`config.mk`:
```
export PLATFORM = sky130hd
export DESIGN_NAME = mux8_rr_arbiter
export DESIGN_NICKNAME = d
export VERILOG_FILES = /design/src/rtl/mux8_rr_arbiter.sv
export SDC_FILE = /design/constraint.sdc
export NUM_CORES = 1
export LEC_CHECK = 0
export ABC_AREA = 1
export CAP_MARGIN = 0
export CORE_UTILIZATION = 43
export CTS_CLUSTER_SIZE = 14
export DETAILED_ROUTE_END_ITERATION = 8
export PLACE_DENSITY = 0.76
export SLEW_MARGIN = 20
export SYNTH_ARGS = -nofsm -noshare
export SYNTH_HDL_FRONTEND = slang
export SYNTH_SLANG_ARGS = --single-unit
```
`constraint.sdc`:
```
create_clock -name clk -period 2.2 [get_ports clk]
set_input_delay 0.66 -clock clk [delete_from_list [all_inputs] [get_ports clk]]
set_output_delay 0.66 -clock clk [all_outputs]
set_load 0.02 [all_outputs]
```
`src/rtl/mux8_rr_arbiter.sv`:
```
// rtl/mux8_rr_arbiter.sv - round-robin burst sequencer sharing one external mux8to1 among 8 requesters
// Optional idle-valid watchdog: define MUX8_ARB_TIMEOUT_EN.
module mux8_rr_arbiter #(
    parameter int Width         = 8,
    parameter int TimeoutCycles = 16
) (
    input  logic             clk,
    input  logic             rst,
    input  logic [7:0]       reqValid,
    input  logic [7:0]       reqLast,
    output logic [7:0]       reqReady,
    output logic [2:0]       muxSelect,
    input  logic [Width-1:0] muxData,
    output logic             outValid,
    input  logic             outReady,
    output logic [Width-1:0] outData,
    output logic [2:0]       outSrc,
    output logic             outLast,
    output logic             busy,
    output logic             timeoutErr
);
    typedef enum logic {
        IDLE  = 1'b0,
        GRANT = 1'b1
    } state_t;

    state_t     state;
    state_t     state_next;
    logic [2:0] ptr;
    logic [2:0] cand;
    logic [2:0] pick_idx;
    logic       pick_found;
    logic       space;
    logic       xfer;
    logic       burst_end;
    logic       abort;

    assign space = !outValid || outReady;
    assign busy  = (state == GRANT);

    // First valid requester scanning ptr, ptr+1, ... with 3-bit wrap.
    always_comb begin
        pick_found = 1'b0;
        pick_idx   = ptr;
        cand       = ptr;
        for (int i = 0; i < 8; i++) begin
            cand = ptr + 3'(i);
            if (!pick_found && reqValid[cand]) begin
                pick_found = 1'b1;
                pick_idx   = cand;
            end
        end
    end

`ifdef MUX8_ARB_TIMEOUT_EN
    localparam int CntW = $clog2(TimeoutCycles + 1);
    logic [CntW-1:0] wd_cnt;

    assign abort = busy && !reqValid[muxSelect] && (wd_cnt == CntW'(TimeoutCycles - 1));

    // Only cycles where the granted source has nothing to offer are counted.
    always_ff @(posedge clk or posedge rst) begin
        if (rst) begin
            wd_cnt     <= '0;
            timeoutErr <= 1'b0;
        end else begin
            timeoutErr <= abort;
            if (!busy || xfer || abort) begin
                wd_cnt <= '0;
            end else if (!reqValid[muxSelect]) begin
                wd_cnt <= wd_cnt + CntW'(1);
            end
        end
    end
`else
    logic unused_timeout;
    assign unused_timeout = (TimeoutCycles >= 1);
    assign abort          = 1'b0;
    assign timeoutErr     = 1'b0;
`endif

    always_ff @(posedge clk or posedge rst) begin
        if (rst) begin
            state <= IDLE;
        end else begin
            state <= state_next;
        end
    end

    always_comb begin
        state_next = state;
        reqReady   = '0;
        xfer       = 1'b0;
        burst_end  = 1'b0;
        case (state)
            IDLE: begin
                if (pick_found) begin
                    state_next = GRANT;
                end
            end
            GRANT: begin
                reqReady[muxSelect] = space;
                xfer                = reqValid[muxSelect] && space;
                burst_end           = xfer && reqLast[muxSelect];
                if (burst_end || abort) begin
                    state_next = IDLE;
                end
            end
        endcase
    end

    always_ff @(posedge clk or posedge rst) begin
        if (rst) begin
            ptr       <= 3'd0;
            muxSelect <= 3'd0;
            outValid  <= 1'b0;
            outData   <= '0;
            outSrc    <= 3'd0;
            outLast   <= 1'b0;
        end else begin
            if (state == IDLE && pick_found) begin
                muxSelect <= pick_idx;
            end
            // Refill takes priority so a same-cycle drain and refill keeps outValid high.
            if (xfer) begin
                outValid <= 1'b1;
                outData  <= muxData;
                outSrc   <= muxSelect;
                outLast  <= reqLast[muxSelect];
            end else if (outValid && outReady) begin
                outValid <= 1'b0;
            end
            if (burst_end || abort) begin
                ptr <= muxSelect + 3'd1;
            end
        end
    end
endmodule

```
==> results of run 1 <==
==> sequential cells by signal, summed over array words and instances, names as in the netlist <==
register / flops
busy: 1
muxSelect: 3
outData: 8
outLast: 1
outSrc: 3
outValid: 1
ptr: 3
==> worst paths after layout <==
path,startpoint,to,slack (ns),cells past startpoint
setup / recovery,outReady,reqReady[2],0.02,6
hold / removal,outData[3],outData[3],0.48,2
setup reg to reg,ptr[0],muxSelect[1],0.15,16
hold reg to reg,outData[3],outData[3],0.48,2
max in group asynchronous,rst,muxSelect[0],1.27,3
min in group asynchronous,rst,outData[7],0.72,3
==> power breakdown <==
| group | total, uW | switching, uW | leakage [uW] | internal (uW) |
|---|---|---|---|---|
| Combinational | 4020 | 2410 | 0.00115 | 1610 |
| Sequential | 674 | 137 | 0.000248 | 537 |
| Clock | 278 | 119 | 0.0000288 | 159 |
==> synth_stat cells <==
library cell	n
a21oi_1	3
a31oi_1	1
buf_2	2
buf_4	2
buf_6	3
conb_1	1
dfrtp_1	20
ha_1	3
inv_1	15
inv_2	10
inv_6	1
nand2_1	107
nand2_2	15
nand2_4	2
nand3_1	30
nand3_2	7
nand3_4	1
nand4_1	3
nand4_4	1
nor2_1	35
nor2_2	1
nor2_4	3
o211ai_1	1
o21ai_0	8
o21ai_1	1
o21bai_2	1
o311ai_0	1
o31ai_1	4
xnor2_1	2
xor2_2	2
==> metal layers <==
layer	global-route usage (%)	wire, um	vias to the layer above
li1	-	-	1084
met1	30.73	2427	987
met2	40.97	2575	77
met3	5.574	281	8
met4	4.521	47	0
met5	0	0	-
==> through the flow <==
| step | setup TNS, ns | hold WS, ns | total power (uW) |
|---|---|---|---|
| after global placement | -8.413 | 0.4634 | 4301 |
| after floorplan | 0 | 0.5888 | 3113 |
| after detailed placement | -9.250 | 0.4638 | 4363 |
| after CTS | 0 | 0.4834 | 4723 |
| final | 0 | 0.4821 | 4972 |
| after global routing | -0.01963 | 0.5041 | 5344 |
==> cell type report <==
type	count	share of cell area (%)
timing repair buffer	91	28.37
tap	50	2.270
clock buffer	4	1.997
multi-input combinational	233	45.39
inverter	26	3.813
sequential	20	18.16
==> logic make-up (layout without fill, tap and decap cells) <==
logic type	Yosys count	count (layout)	synth area share (%)
adders and majority gates	3	3	2.035
DFF	20	20	27.14
AOI/OAI and AO/OA	20	20	6.716
other	1	1	0.2033
xor gates and xnor gates	4	4	2.714
and+or+nand+nor	205	205	52.44
buffers and inverters	33	121	8.751
==> what timing repair did <==
action	CTS	global route
setup endpoints to repair	10	14
gates resized for setup	52	15
gates cloned	0	0
setup buffers	7	1
pin swaps	5	11
==> critical path, delay by kind of cell <==
kind          cells  cell delay, ns
simple gates      4            0.48
buf+inv           2            0.38
==> run summary, run 1 <==
Most used cell, CP -> nor2_1
CP required -> 1.54 ns
Antenna Cells -> 0
Syn avg cell area -> 6.448 sq um
CTS Hold Bufs -> 0
Synthesized area -> 1844 sq um
Most frequent cells in the layout -> nand2_1 (102), buf_4 (48), nor2_1 (33), clkdlybuf4s50_1 (33), nand3_1 (30)
Yosys Warn Count -> 0
Layout Cells excl Fill -> 424
Register area -> 500.5 sq um
Total GRT Usage -> 24.01%
Fin area -> 2756 sq um
Sequential area share after synthesis -> 27.14%
Port bufs -> 51
Arrival time of the worst setup path -> 1.52 ns
Unrepaired setup endpoints after global routing -> yes
Clk sink count -> 20
Fillers -> 355
Utilization after layout -> 67.93%
Hold WC Path Type -> flop to flop
Via Count -> 2156
VDD IR max -> 0.8559 mV
Fmax -> 459.7 MHz
Placed Cells -> 412
Clk_lat worst skew -> 0.26 ns
Rows -> 23
First-pass GRT wire length -> 8183 um
Routed wire length per instance -> 12.58 um
Fraction of layout cells with a size suffix above 1 -> 28.34%
Area grow syn2layout -> 49.46%
Commonest non-fill, non-tap cell in the layout -> nand2_1
Die Wd -> 67.49 um
Final Hold Vio Count -> 0
Die H -> 67.49 um
Ranking of synthesized cells by area -> dfrtp_1 (27%), nand2_1 (22%), nand3_1 (8.1%)
Final Slew Violations -> 0
DR iter-0 viols -> 125
Post-synthesis cell type count -> 30
I/O pin count -> 53
Relative slew slack -> 59.13%
Final #Nets -> 405
Starting Density -> 45.45%
Cell area power density -> 1804 nW/um^2
Startpoint Class -> primary input
GP Congestion -> 0.8411
Yosys top cell by area -> dfrtp_1
Initial antenna violation count -> 0
PnR worst setup slack -> 0.02483 ns
Register bit total from synthesis -> 20
Worst-path maximum fanout -> 4
CTS Buffer Depth -> 2
# setup viols final -> 0
Area of the multi-input gates -> 1251 sq um
CTS tree -> built
Slew @ Worst Pin -> 0.6054 ns
CTS root buf -> clkbuf_8
Total grt overflow -> 0
Core Area -> 4058 sq um
Clk slew on worst S/H paths -> 0.07 ns
Routed Wire Length -> 5332 um
Placed Area -> 2599 sq um
H-tree depth -> 1
Vias in the first global route -> 1848
Largest net degree at the start of global routing -> 21
Setup CP Type -> primary input to primary output
Via density per instance -> 5.085
Cell Chain, Critical Path -> dlygate4sd2_1 -> nor2_1 -> nor2_2 -> nand2_2 -> nor2_1 -> buf_4
Setup slack at placement -> -0.7567 ns
Synth top area share -> 27.14%
Max-cap violations -> 0
Syn Inst Count -> 286
DRC viols -> 0
CP max-delay cell -> dlygate4sd2_1
Die footprint -> 4555 sq um
Setup crit end kind -> primary output
Clock period minus worst slack -> 2.175 ns
LEAKAGE -> 0.001422 uW
Total CTS buffers -> 3
Crit share post-route -> 98.87%
Status -> completed
Post-detail-place hpwl -> 4039 um
DR pass1 iterations -> 5
Antenna viol nets, final -> 0
Max incr delay on CP -> 0.21 ns
Clk_skew -> 0.002636 ns
Syn_nets -> 316
Power figures use the tool's default switching activity.
==> inputs of run 2 (changes only) <==
--- a/config.mk
+++ b/config.mk
@@ -7,10 +7,10 @@
 export LEC_CHECK = 0
 export ABC_AREA = 1
 export CAP_MARGIN = 0
-export CORE_UTILIZATION = 43
+export CORE_UTILIZATION = 52
 export CTS_CLUSTER_SIZE = 14
 export DETAILED_ROUTE_END_ITERATION = 8
-export PLACE_DENSITY = 0.76
+export PLACE_DENSITY = 0.94
 export SLEW_MARGIN = 20
 export SYNTH_ARGS = -nofsm -noshare
 export SYNTH_HDL_FRONTEND = slang
==> constraint.sdc (replaced) <==
create_clock -name clk -period 2.68 [get_ports clk]
set_input_delay 0.804 -clock clk [delete_from_list [all_inputs] [get_ports clk]]
set_output_delay 0.804 -clock clk [all_outputs]
set_load 0.02 [all_outputs]
==> run 2 against run 1 <==
First-iteration DRC count is 46% higher; clock-buffer cell count is 1 lower; sequential share of layout area is 2.1 points higher; clock skew is 0.0083 ns higher; worst setup slack better by 0.26 ns; highest routed layer unchanged; register-to-register slack better by 0.21 ns; largest cell class unchanged; clock power is 10% lower; cell area is 10% lower; largest power group unchanged; die area is 17% lower.
==> run summary, run 2 (same netlist as run 1, synthesis figures left out) <==
Starting Density -> 54.84% (+9.4 points)
Post-detail-place hpwl -> 4073 um (+0.83%)
LEAKAGE -> 0.001242 uW (-13%)
Die footprint -> 3789 sq um (-17%)
Max reg flops -> 8 (unchanged)
Hold WC Path Type -> flop to flop
CTS Hold Bufs -> 0 (unchanged)
Antenna Cells -> 0 (unchanged)
Arrival time of the worst setup path -> 1.60 ns (+0.08 ns)
Layout Cells excl Fill -> 387 (-8.7%)
Via density per instance -> 5.336 (+4.9%)
Largest Register -> outData
Hold path startpoint -> outData[7]
Worst r2r src -> ptr[1]
Area grow syn2layout -> 33.79%
Commonest non-fill, non-tap cell in the layout -> nand2_1
PnR worst setup slack -> 0.2800 ns (+0.2551 ns)
Min-Delay Endpoint -> outData[7]
Startpoint Class -> flop
Vias in the first global route -> 1900 (+2.8%)
Largest net degree at the start of global routing -> 21 (unchanged)
CP required -> 1.88 ns (+0.34 ns)
Routed wire length per instance -> 13.69 um (+8.9%)
Via Count -> 2065 (-4.2%)
Fraction of layout cells with a size suffix above 1 -> 20.23% (-8.1 points)
CTS Buffer Depth -> 2 (unchanged)
Max incr delay on CP -> 0.62 ns (+0.41 ns)
Unrepaired setup endpoints after global routing -> no
Slew @ Worst Pin -> 0.7226 ns (+0.1172 ns)
Initial antenna violation count -> 0 (unchanged)
H-tree depth -> 1 (unchanged)
Worst r2r dst -> muxSelect[0]
Max-cap violations -> 0 (unchanged)
Setup CP Type -> flop to primary output
# setup viols final -> 0 (unchanged)
Final #Nets -> 372 (-8.1%)
Crit share post-route -> 89.55%
Number of post-CTS setup repair buffers -> 0 (-7)
Fmax -> 416.7 MHz
First-pass GRT wire length -> 8307 um (+1.5%)
Total grt overflow -> 0 (unchanged)
DR iter-0 viols -> 183 (+46%)
Cell area power density -> 1484 nW/um^2 (-18%)
Cell Chain, Critical Path -> buf_4 -> clkdlybuf4s50_1
Antenna viol nets, final -> 0 (unchanged)
Pwr Total -> 3661 uW (-26%)
Total CTS buffers -> 3 (unchanged)
Rows -> 21 (-8.7%)
Final Hold Vio Count -> 0 (unchanged)
Most frequent cells in the layout -> nand2_1 (105), clkdlybuf4s50_1 (42), nor2_1 (31)
Status -> completed
Die Wd -> 61.56 um (-8.8%)
Reg2reg path depth -> 16 (unchanged)
DRC viols -> 0 (unchanged)
VDD IR max -> 0.7172 mV (-16%)
Final Slew Violations -> 0 (unchanged)
Worst-path maximum fanout -> 11 (+7)
Clk_lat worst skew -> 0.31 ns (+0.05 ns)
Relative slew slack -> 51.77% (-7.4 points)
CTS tree -> built
Hold_ws -> 0.5052 ns (+0.02309 ns)
DR pass1 iterations -> 4 (-1)
Placed Cells -> 383 (-7.0%)
CTS root buf -> clkbuf_4
Setup slack at placement -> -0.5056 ns (+0.2511 ns)
Clk sink count -> 20 (unchanged)
Total GRT Usage -> 30.15% (+6.1 points)
R2R Setup Slk -> 0.36 ns (+0.21 ns)
GP Congestion -> 0.9835 (+17%)
Fillers -> 287 (-19%)
Clk_skew -> 0.01092 ns (+0.008286 ns)
I/O pin count -> 53 (unchanged)
Clock period minus worst slack -> 2.400 ns
Port bufs -> 51 (unchanged)
Core Area -> 3363 sq um (-17%)
Die H -> 61.56 um (-8.8%)
CP max-delay cell -> clkdlybuf4s50_1
Worst hold path cell count -> 2 (unchanged)
Setup crit end kind -> primary output
Clk slew on worst S/H paths -> 0.12 ns (+0.05 ns)
Routed Wire Length -> 5299 um (-0.62%)
## run 2: cell count changes in the layout (fill, tap and decap cells not counted), moves of 2 or more
cell             change
buf_2                +3
buf_4               -37
nand2_1              +3
clkbuf_8             -4
nor2_4               +2
nand2_4              -2
clkdlybuf4s50_1      +9
ha_1                 +2
nor2_1               -2
clkbuf_4             +3
dlygate4sd2_1        -9
## run 2: stage by stage
stage / util, % / cell area, sq um / setup TNS (ns)
2_1_floorplan: - / 1844 / 0
3_3_place_gp: 71.54 / 2406 / -3.659
3_5_place_dp: 71.54 / 2406 / -3.904
4_1_cts: 73.07 / 2457 / 0
5_1_grt: 73.36 / 2467 / 0
6_report: 73.36 / 2467 / 0
## run 2: worst max-delay path, delay by kind of cell, from the launching register on
kind,cells,cell delay [ns]
DFF,1,0.45
buffers and inverters,2,0.83
## run 2: area by class of cell
cell class	instances	area [sq um]	share of cell area (%)
tap	46	57.56	2.333
timing repair buffer	58	541.8	21.96
multi-input combinational	233	1212	49.14
sequential	20	500.5	20.28
clock inverter	1	30.03	1.217
inverter	26	102.6	4.158
clock buffer	3	22.52	0.9128
## run 2: power by group
part	total [uW]	internal [uW]	leakage, uW	switching [uW]
Clock	249	151	0.0000279	97.7
Combinational	2840	987	0.000967	1850
Sequential	574	439	0.000248	135
## run 2: how the worst max path moves through the flow
stage | cells after the start | slack, ns | endpoint | from
5_1_grt | 17 | 0.15 | muxSelect[0] | reqValid[7]
3_5_place_dp | 6 | -0.51 | reqReady[0] | outReady
4_1_cts | 6 | 0.002 | reqReady[4] | outReady
2_1_floorplan | 4 | 0.47 | reqReady[0] | outReady
6_report | 2 | 0.28 | muxSelect[0] | muxSelect[0]
3_3_place_gp | 6 | -0.48 | reqReady[3] | outReady
## run 2: metal layers
layer	vias up	track usage (%)	part of all wire [%]
met2	74	56.37	52
met5	-	0	0
met3	15	4.832	5.4
li1	1020	-	-
met4	0	14.29	3.0
met1	956	32.90	39
## run 2: repair_timing
item / in CTS / in global routing
cloned: 0 / 0
hold endpoints to repair: 0 / 0
pin swaps: 3 / 1
resized for setup: 45 / 3
setup endpoints to repair: 8 / 8
